<file path="src/rtl/arc4_pkg.sv">
// ============================================================================
// Module      : arc4_pkg
// Description : Types, constants and helpers shared by the ARC4 datapath
//               stages (byte type, PRGA state encoding, printable-ASCII
//               range check used by the optional plaintext checker).
// Revision    : 1.0 - initial release
// ============================================================================
`default_nettype none

package arc4_pkg;

    typedef logic [7:0] byte_t;

    // PRGA controller states; one WAIT state always separates a memory read
    // from the cycle in which its data is consumed.
    typedef enum logic [3:0] {
        PRGA_IDLE    = 4'd0,
        PRGA_RDLEN   = 4'd1,
        PRGA_WAITLEN = 4'd2,
        PRGA_WRLEN   = 4'd3,
        PRGA_RDI     = 4'd4,
        PRGA_WAITI   = 4'd5,
        PRGA_RDJ     = 4'd6,
        PRGA_WAITJ   = 4'd7,
        PRGA_WRI     = 4'd8,
        PRGA_WRJ     = 4'd9,
        PRGA_RDK     = 4'd10,
        PRGA_WAITK   = 4'd11,
        PRGA_WRPT    = 4'd12
    } prga_state_t;

    localparam byte_t ASCII_LO = 8'h20;
    localparam byte_t ASCII_HI = 8'h7E;

    function automatic logic is_printable(input byte_t b);
        return (b >= ASCII_LO) && (b <= ASCII_HI);
    endfunction

endpackage

`default_nettype wire

</file>
<file path="src/rtl/prga_if.sv">
// ============================================================================
// Module      : prga_if
// Description : Handshake and memory-port bundle of the PRGA stage.
//               slave  : PRGA side (drives addresses, write data, rdy, valid)
//               master : controller/memory side (drives en and read data)
// Ports       : en, rdy, s_addr, s_rddata, s_wrdata, s_wren, ct_addr,
//               ct_rddata, pt_addr, pt_wrdata, pt_wren, valid
// Revision    : 1.0 - initial release
// ============================================================================
`default_nettype none

interface prga_if;
    import arc4_pkg::*;

    logic  en;
    logic  rdy;
    byte_t s_addr;
    byte_t s_rddata;
    byte_t s_wrdata;
    logic  s_wren;
    byte_t ct_addr;
    byte_t ct_rddata;
    byte_t pt_addr;
    byte_t pt_wrdata;
    logic  pt_wren;
    logic  valid;

    modport slave (
        input  en, s_rddata, ct_rddata,
        output rdy, s_addr, s_wrdata, s_wren, ct_addr,
               pt_addr, pt_wrdata, pt_wren, valid
    );

    modport master (
        output en, s_rddata, ct_rddata,
        input  rdy, s_addr, s_wrdata, s_wren, ct_addr,
               pt_addr, pt_wrdata, pt_wren, valid
    );

endinterface

`default_nettype wire

</file>
<file path="src/rtl/prga.sv">
// ============================================================================
// Module      : prga
// Description : ARC4 pseudo-random generation stage. Reads the length-
//               prefixed ciphertext, updates the S permutation and writes
//               the length-prefixed plaintext. Memories have registered
//               addresses; every read is followed by a WAIT state.
// Ports       : clk, rst_n (async, active low), bus (prga_if.slave)
// Parameters  : MAX_LEN - longest message accepted; longer lengths clamp.
// Options     : PRGA_ASCII_CHECK_EN - when defined, valid drops to 0 once a
//               plaintext data byte outside 0x20..0x7E is written.
// Revision    : 1.0 - initial release
// ============================================================================
`default_nettype none

module prga
    import arc4_pkg::*;
#(
    parameter int MAX_LEN = 255
) (
    input  logic   clk,
    input  logic   rst_n,
    prga_if.slave  bus
);

    localparam byte_t LEN_CAP = byte_t'(MAX_LEN);

    prga_state_t state_q;
    logic        rdy_q;
    byte_t       i_q, j_q, k_q, si_q, sj_q, len_q;
    byte_t       s_addr_q, s_wrdata_q, ct_addr_q, pt_addr_q, pt_wrdata_q;
    logic        s_wren_q, pt_wren_q;

    byte_t len_d;
    byte_t j_d;
    byte_t k_d;
    byte_t pt_d;

    assign len_d = (bus.ct_rddata > LEN_CAP) ? LEN_CAP : bus.ct_rddata;
    assign j_d   = j_q + bus.s_rddata;
    assign k_d   = k_q + 8'd1;
    assign pt_d  = bus.s_rddata ^ bus.ct_rddata;

`ifdef PRGA_ASCII_CHECK_EN
    logic valid_q;
    assign bus.valid = valid_q;
`else
    assign bus.valid = 1'b1;
`endif

    assign bus.rdy       = rdy_q;
    assign bus.s_addr    = s_addr_q;
    assign bus.s_wrdata  = s_wrdata_q;
    assign bus.s_wren    = s_wren_q;
    assign bus.ct_addr   = ct_addr_q;
    assign bus.pt_addr   = pt_addr_q;
    assign bus.pt_wrdata = pt_wrdata_q;
    assign bus.pt_wren   = pt_wren_q;

    // Outputs are registered: the values belonging to a state are loaded on
    // the edge that enters it, so each state "drives" its own address.
    always_ff @(posedge clk or negedge rst_n) begin
        if (!rst_n) begin
            state_q     <= PRGA_IDLE;
            rdy_q       <= 1'b1;
            i_q         <= '0;
            j_q         <= '0;
            k_q         <= '0;
            si_q        <= '0;
            sj_q        <= '0;
            len_q       <= '0;
            s_addr_q    <= '0;
            s_wrdata_q  <= '0;
            s_wren_q    <= 1'b0;
            ct_addr_q   <= '0;
            pt_addr_q   <= '0;
            pt_wrdata_q <= '0;
            pt_wren_q   <= 1'b0;
`ifdef PRGA_ASCII_CHECK_EN
            valid_q     <= 1'b1;
`endif
        end else begin
            s_wren_q  <= 1'b0;
            pt_wren_q <= 1'b0;
            unique case (state_q)
                PRGA_IDLE: begin
                    if (bus.en) begin
                        state_q   <= PRGA_RDLEN;
                        rdy_q     <= 1'b0;
                        i_q       <= '0;
                        j_q       <= '0;
                        k_q       <= '0;
                        ct_addr_q <= '0;
`ifdef PRGA_ASCII_CHECK_EN
                        // Accept re-arms the flag; only this run's bytes count.
                        valid_q   <= 1'b1;
`endif
                    end
                end
                PRGA_RDLEN:   state_q <= PRGA_WAITLEN;
                PRGA_WAITLEN: begin
                    len_q       <= len_d;
                    pt_addr_q   <= '0;
                    pt_wrdata_q <= len_d;
                    pt_wren_q   <= 1'b1;
                    state_q     <= PRGA_WRLEN;
                end
                PRGA_WRLEN: begin
                    if (len_q == '0) begin
                        rdy_q   <= 1'b1;
                        state_q <= PRGA_IDLE;
                    end else begin
                        i_q      <= 8'd1;
                        k_q      <= 8'd1;
                        s_addr_q <= 8'd1;
                        state_q  <= PRGA_RDI;
                    end
                end
                PRGA_RDI:     state_q <= PRGA_WAITI;
                PRGA_WAITI: begin
                    si_q     <= bus.s_rddata;
                    j_q      <= j_d;
                    s_addr_q <= j_d;
                    state_q  <= PRGA_RDJ;
                end
                PRGA_RDJ:     state_q <= PRGA_WAITJ;
                PRGA_WAITJ: begin
                    sj_q       <= bus.s_rddata;
                    s_addr_q   <= i_q;
                    s_wrdata_q <= bus.s_rddata;
                    s_wren_q   <= 1'b1;
                    state_q    <= PRGA_WRI;
                end
                PRGA_WRI: begin
                    s_addr_q   <= j_q;
                    s_wrdata_q <= si_q;
                    s_wren_q   <= 1'b1;
                    state_q    <= PRGA_WRJ;
                end
                PRGA_WRJ: begin
                    // Sum is order-independent, so pre-swap values suffice.
                    s_addr_q  <= si_q + sj_q;
                    ct_addr_q <= k_q;
                    state_q   <= PRGA_RDK;
                end
                PRGA_RDK:     state_q <= PRGA_WAITK;
                PRGA_WAITK: begin
                    pt_addr_q   <= k_q;
                    pt_wrdata_q <= pt_d;
                    pt_wren_q   <= 1'b1;
`ifdef PRGA_ASCII_CHECK_EN
                    if (!is_printable(pt_d)) begin
                        valid_q <= 1'b0;
                    end
`endif
                    state_q     <= PRGA_WRPT;
                end
                PRGA_WRPT: begin
                    if (k_q == len_q) begin
                        rdy_q   <= 1'b1;
                        state_q <= PRGA_IDLE;
                    end else begin
                        i_q      <= k_d;
                        k_q      <= k_d;
                        s_addr_q <= k_d;
                        state_q  <= PRGA_RDI;
                    end
                end
                default: begin
                    rdy_q   <= 1'b1;
                    state_q <= PRGA_IDLE;
                end
            endcase
        end
    end

endmodule

`default_nettype wire

</file>
<file path="src/flat_wrapper.sv">
// flat-port wrapper written by rule: the top's interface ports become plain ports
module prga_flat import arc4_pkg::*;
#(
    parameter int MAX_LEN = 255
)
  (clk, rst_n, bus_en, bus_s_rddata, bus_ct_rddata, bus_rdy, bus_s_addr, bus_s_wrdata, bus_s_wren, bus_ct_addr, bus_pt_addr, bus_pt_wrdata, bus_pt_wren, bus_valid);
  prga_if bus_i ();
  input  logic clk;
  input  logic rst_n;
  input wire logic [$bits(bus_i.en)-1:0] bus_en;
  input wire logic [$bits(bus_i.s_rddata)-1:0] bus_s_rddata;
  input wire logic [$bits(bus_i.ct_rddata)-1:0] bus_ct_rddata;
  output wire logic [$bits(bus_i.rdy)-1:0] bus_rdy;
  output wire logic [$bits(bus_i.s_addr)-1:0] bus_s_addr;
  output wire logic [$bits(bus_i.s_wrdata)-1:0] bus_s_wrdata;
  output wire logic [$bits(bus_i.s_wren)-1:0] bus_s_wren;
  output wire logic [$bits(bus_i.ct_addr)-1:0] bus_ct_addr;
  output wire logic [$bits(bus_i.pt_addr)-1:0] bus_pt_addr;
  output wire logic [$bits(bus_i.pt_wrdata)-1:0] bus_pt_wrdata;
  output wire logic [$bits(bus_i.pt_wren)-1:0] bus_pt_wren;
  output wire logic [$bits(bus_i.valid)-1:0] bus_valid;
  assign bus_i.en = bus_en;
  assign bus_i.s_rddata = bus_s_rddata;
  assign bus_i.ct_rddata = bus_ct_rddata;
  assign bus_rdy = bus_i.rdy;
  assign bus_s_addr = bus_i.s_addr;
  assign bus_s_wrdata = bus_i.s_wrdata;
  assign bus_s_wren = bus_i.s_wren;
  assign bus_ct_addr = bus_i.ct_addr;
  assign bus_pt_addr = bus_i.pt_addr;
  assign bus_pt_wrdata = bus_i.pt_wrdata;
  assign bus_pt_wren = bus_i.pt_wren;
  assign bus_valid = bus_i.valid;
  prga #(.MAX_LEN(MAX_LEN)) u_core (.clk(clk), .rst_n(rst_n), .bus(bus_i));
endmodule
</file>
<file path="config.mk">
export PLATFORM = sky130hd
export DESIGN_NAME = prga_flat
export DESIGN_NICKNAME = d
export VERILOG_FILES = /design/src/rtl/arc4_pkg.sv /design/src/rtl/prga_if.sv /design/src/rtl/prga.sv /design/src/flat_wrapper.sv
export SDC_FILE = /design/constraint.sdc
export NUM_CORES = 1
export LEC_CHECK = 0
export ABC_AREA = 1
export CAP_MARGIN = 30
export CELL_PAD_IN_SITES_DETAIL_PLACEMENT = 0
export CELL_PAD_IN_SITES_GLOBAL_PLACEMENT = 2
export CORE_UTILIZATION = 32
export CTS_CLUSTER_SIZE = 24
export DETAILED_ROUTE_END_ITERATION = 7
export GPL_TIMING_DRIVEN = 0
export PLACE_DENSITY_LB_ADDON = 0.1
export SLEW_MARGIN = 10
export SYNTH_ARGS = -nofsm -noshare
export SYNTH_HDL_FRONTEND = slang
export SYNTH_SLANG_ARGS = --single-unit
</file>
<file path="constraint.sdc">
create_clock -name clk -period 2.1 [get_ports clk]
set_clock_uncertainty 0.05 [all_clocks]
set_input_delay 0.42 -clock clk [delete_from_list [all_inputs] [get_ports clk]]
set_output_delay 0.42 -clock clk [all_outputs]
set_load 0.1 [all_outputs]
</file>
; ---- Word level (Yosys, flattened, before mapping)
; Index checks and enable logic that the tools add are counted.
[classes]
reduce_logical = 16
n_addsub = 3
eq_ne = 18
bitwise_logic = 2
muxes = 21
n_lt_le_gt_ge = 1
[op_table]
columns = op, n
row1 = $pmux 8 s2, 5
row2 = $pmux 4 s13, 1
row3 = $pmux 8 s6, 1
row4 = $mux 8, 4
row5 = $pmux 8 s3, 1
row6 = $eq 4x4->1 const B, 5
row7 = $add 8x8->8, 2
row8 = $eq 4x3->1 const B, 4
row9 = $reduce_or 10->1, 1
row10 = $add 8x1->8 const B, 1
row11 = $eq 4x2->1 const B, 2
row12 = $eq 8x8->1, 1
row13 = $gt 8x8->1 const B, 1
row14 = $logic_not 8->1, 1
row15 = $reduce_and 4->1, 2
row16 = $reduce_bool 2->1, 4
row17 = $xor 8x8->8, 1
row18 = $mux 3, 2
row19 = $ne 2x2->1 const B, 3
row20 = $reduce_bool 6->1, 1
row21 = $mux 1, 5
row22 = $eq 4x1->1 const B, 1
row23 = $logic_not 4->1, 1
row24 = $mux 4, 1
row25 = other kinds (7), 10
[totals]
ff_bits = 87
word_cells = 75
input_bits = 19
output_inout_bits = 44

; ---- Longest topological paths before layout
[logic_depth]
depth_word = 4
mapped_depth = 11
depth_no_buf = 11

; ---- Worst setup path before layout
; Ideal clock, no wire load.
[synth_timing]
kind = input port to flip-flop
startpoint = in bus_s_rddata[2]
endpoint = reg u_core.s_addr_q[7] (netlist: u_core.bus.s_addr[7])
setup_slack_ps = 451
arrival_ps = 1479
setup_time_ps = 120
stages = 8
path_buffers = 0
required_ps = 1930
cell_sequence = ha_1 > or2_2 > nand3_1 > nand3_1 > nand3_1 > nand3_1 > nand2_1 > nand2_1
[synth_between]
elab_chain_len = 2
[synth_lines]
columns = element, line_no
row1 = "start, declared", flat_wrapper.sv:11  ; input wire logic [$bits(bus_i.s_rddata)-1:0] bus_s_rddata;
row2 = $add 8x8->8, prga.sv:39  ; assign j_d = j_q + bus.s_rddata;
row3 = $pmux 8 s6, prga.sv:84  ; unique case (state_q)
row4 = "end signal, assigned", prga.sv:122  ; s_addr_q <= j_d;
row5 = "end signal, assigned", prga.sv:128  ; s_addr_q <= i_q;
row6 = "end signal, assigned", prga.sv:134  ; s_addr_q <= j_q;
row7 = "end, declared", prga.sv:30  ; byte_t s_addr_q, s_wrdata_q, ct_addr_q, pt_addr_q, pt_wrdata_q;
; Every way passes these cells.
; A chain may end at the register's enable or synchronous reset.

; ---- Final worst setup path
[layout_timing]
startpoint = reg u_core.ct_addr_q[2] (netlist: u_core.bus.ct_addr[2])
endpoint = out bus_ct_addr[2]
[layout_lines]
columns = element, line_no
row1 = "start, declared", prga.sv:30
row2 = "start signal, assigned", prga.sv:142  ; ct_addr_q <= k_q;
row3 = "end, declared", flat_wrapper.sv:17  ; output wire logic [$bits(bus_i.ct_addr)-1:0] bus_ct_addr;
; No word-level cell between the ends.

==> flow_metrics.env <==
export IMPL_status="completed"
export IMPL_yosys_top_cells_area="dfrtp_1 46%, nand2_1 13%, nand3_1 6.2%, inv_1 5.8%, ha_1 4.0%"
export IMPL_synth_top_family_by_area="simple AND/OR/NAND/NOR gates"
export IMPL_layoutNonFillerInstCount=852
export IMPL_tightestPinTransition_ns=0.966
export IMPL_leakage_nw=2.98
export IMPL_grt_overflow=0
export IMPL_start_util_pct=33.3
export IMPL_ys_async_sr_fraction_pct=100
export IMPL_switching_share_pct=51.9
export IMPL_cts_htree_levels=3
export IMPL_postRouteAntennaNets=0
export IMPL_intPower_mw=4.66
export IMPL_drt_iter0_markers=263
export IMPL_synth_compound_area_share_pct=8.75
export IMPL_drive_gt1_share_pct=8.04
export IMPL_synth_warnings=0
export IMPL_die_w_um=123
export IMPL_die_h_um=123
export IMPL_maxCapViolCount=0
export IMPL_port_buffers=61
export IMPL_critPathKind="flip-flop to output pin"
export IMPL_hold_class="flip-flop to flip-flop"
export IMPL_synth_most_common_cell="nand2_1"
export IMPL_layout_nets=703
export IMPL_cp_arrival_ns=1.59
export IMPL_syn_num_nets=629
export IMPL_insertion_delay_ns=0.36
export IMPL_syn2layout_area_growth_pct=24.4
export IMPL_yosysSeqAreaShare_pct=46.5
export IMPL_avgSynthCellArea_um2=7.91
export IMPL_drc=0
export IMPL_synthXorXnorAreaFrac_pct=3.18
export IMPL_numCtsBuffers=9
export IMPL_cp_required_ns=1.63
export IMPL_cts_setup_buffers=0
export IMPL_fmax_mhz=486
export IMPL_ys_top_cells_by_count="166 x nand2_1, 86 x dfrtp_1, 73 x inv_1"
export IMPL_clk_pin_slew_worst_paths_ns=0.06
export IMPL_rows=43
export IMPL_clkPwrFrac_pct=17.4
export IMPL_met3_usage_pct=4.89
export IMPL_grt_max_degree=55
export IMPL_fill_cells=1477
export IMPL_cts_root_buf="clkbuf_16"
export IMPL_ys_ff_latch=87
export IMPL_powerDensity_mw_per_mm2=1660
export IMPL_crit_family="buffers and inverters"
export IMPL_grt_busiest_layer="met2"
export IMPL_gr_usage_met2_pct=31.5
export IMPL_seqPwrFrac_pct=27.9
export IMPL_synth_cell_type_count=35
export IMPL_crit_buf_inv=1
export IMPL_post_route_util_pct=41.4
export IMPL_finalHoldViolCount=0
export IMPL_synth_simple_gate_area_share_pct=25.9
export IMPL_first_pass_iters=5
export IMPL_synthCells=593
export IMPL_min_period_over_period_pct=97.9
export IMPL_wl_per_cell_um=15.9
export IMPL_worstSetupStartpointType="flip-flop"
export IMPL_netSwitchingPower_mw=5.03
export IMPL_yosysTopAreaCell="dfrtp_1"
export IMPL_antenna_found_initial=0
export IMPL_synth_edf_count=0
export IMPL_worstPathCellList="dlygate4sd2_1"
export IMPL_slew_headroom_pct=35.9
export IMPL_min_period_ns=2.06
export IMPL_vias_per_cell=4.76
export IMPL_place_inst=835
export IMPL_gp_congestion=0.819
export IMPL_routed_via_count=4058
export IMPL_ir_drop_uv=902
export IMPL_grt_pass1_wl_um=21600
export IMPL_io_pins=63
export IMPL_core_area_mm2=0.0141
export IMPL_netlist_area_mm2=0.00469
export IMPL_met1_usage_pct=26.2
export IMPL_dpl_hpwl_um=10200
export IMPL_rsz0062_at_grt="no"
export IMPL_worstPathMaxFanout=2
export IMPL_p_comb_share_pct=54.7
export IMPL_ctsLongestPathBuffers=2
export IMPL_synth_ff_type="dfrtp_1"
export IMPL_cts_sinks=87
export IMPL_grt_pass1_vias=3955
export IMPL_die_area_mm2=0.0151
export IMPL_tritoncts="built"
export IMPL_yosysTopAreaCellShare_pct=45.9
export IMPL_slew_viol_final=0
export IMPL_crit_path_end_kind="output pin"
export IMPL_wl_um=13600
export IMPL_slowest_stage="dlygate4sd2_1"
export IMPL_n_antenna_cell=0
export IMPL_synthAdderAreaFrac_pct=4.86
export IMPL_setup_viol=0
export IMPL_yosys_mux_area_fraction_pct=3.12
export IMPL_grt_usage_pct=19.8
export IMPL_cp_slowest_stage_delay_ns=0.86
state kept, by name, indices dropped and copies added (netlist names):
name,flops
u_core.j_q,8
u_core.bus.s_addr,8
u_core.sj_q,8
u_core.len_q,8
u_core.bus.s_wren,1
u_core.bus.pt_wrdata,8
u_core.k_q,8
u_core.bus.s_wrdata,8
u_core.state_q,4
u_core.bus.ct_addr,8
u_core.bus.pt_wren,1
u_core.si_q,8
u_core.bus.pt_addr,8
u_core.bus.rdy,1
through the flow:
stage          total power [mW]  setup slack, ns  TNS [ns]  hold slack [ns]  instance area, um2
2_1_floorplan              6.83            0.451         0           0.0744                4690
3_3_place_gp               8.22            -2.92   -255.25            0.414                5520
3_5_place_dp               8.25           -0.427     -3.07            0.373                5550
4_1_cts                    9.79           0.0264         0            0.430                5820
5_1_grt                    10.4         0.000238         0            0.450                5830
6_report                   9.69           0.0437         0            0.425                5830
cell families after synthesis:
family	Yosys count
buf+inv	91
xor+xnor	17
mux	13
compound gates	77
other cells	1
fa+ha+maj	17
flops	87
simple gates	290
path summary, 6_finish.rpt:
path                                                     from                                 end  slack [ns]  cells after the start
setup / recovery            u_core.bus.ct_addr[2]$_DFFE_PN0P_                      bus_ct_addr[2]        0.04                      1
min in group asynchronous                               rst_n         u_core.bus.s_wren$_DFF_PN0_        0.52                      2
setup reg to reg                u_core.state_q[1]$_DFFE_PN0N_    u_core.bus.s_addr[3]$_DFFE_PN0P_        0.18                      9
hold reg to reg            u_core.bus.s_wrdata[6]$_DFFE_PN0P_  u_core.bus.s_wrdata[6]$_DFFE_PN0P_        0.43                      2
hold / removal             u_core.bus.s_wrdata[6]$_DFFE_PN0P_  u_core.bus.s_wrdata[6]$_DFFE_PN0P_        0.43                      2
max in group asynchronous                               rst_n          u_core.bus.rdy$_DFFE_PN1P_        0.79                      3
power groups by stage:
| stage | Clock, mW | Sequential, mW | Combinational [mW] |
|---|---|---|---|
| 2_1_floorplan | 0 | 4.54 | 2.29 |
| 3_3_place_gp | 0 | 2.74 | 5.48 |
| 3_5_place_dp | 0 | 2.74 | 5.50 |
| 4_1_cts | 1.73 | 2.71 | 5.35 |
| 5_1_grt | 1.81 | 2.79 | 5.77 |
| 6_report | 1.68 | 2.70 | 5.30 |
placed cells by master (no fill, tap or decap), types with 3 or more instances in the layout:
master and count:
nand3b_1 3, dfrtp_1 86, inv_1 72, xor2_1 9, dlygate4sd2_1 38, inv_2 3
buf_4 3, mux2_2 13, nand4_1 4, clkdlybuf4s50_1 15, nor2_1 48, o22ai_1 6
xnor2_1 8, clkbuf_1 6, a21oi_1 13, nand2_1 166, o21ai_1 14, clkbuf_16 9
buf_2 6, ha_1 15, clkdlybuf4s15_1 5, nand3_1 58, o21ai_0 37
worst min-delay path, cell delays in order, from the launching register on:
cell	delay (ns)
dfrtp_1	0.34
nand2_1	0.05
nand3_1	0.06
layer usage:
metal  part of all wire, %  wire length, um
met4                   2.0              271
met5                     0                0
met3                   4.3              578
met1                    48             6460
met2                    46             6280
area by class of cell:
type	count	area (um2)	area share (%)
repair buffers	63	602	10.3
clock buffers	11	253	4.33
multi-input cells	415	2160	37.0
flip-flops and latches	87	2180	37.3
inverters	75	282	4.83
well taps	180	225	3.86
plain buffers	16	77.6	1.33
clock inverters	5	56.3	0.965
what timing repair did:
| action | 4_1_cts | 5_1_grt |
|---|---|---|
| setup endpoints to repair | 45 | 17 |
| endpoints found under the hold margin | 6 | 0 |
| resized for setup | 48 | 11 |
| hold buffers | 1 | 0 |
Power figures use the tool's default switching activity.
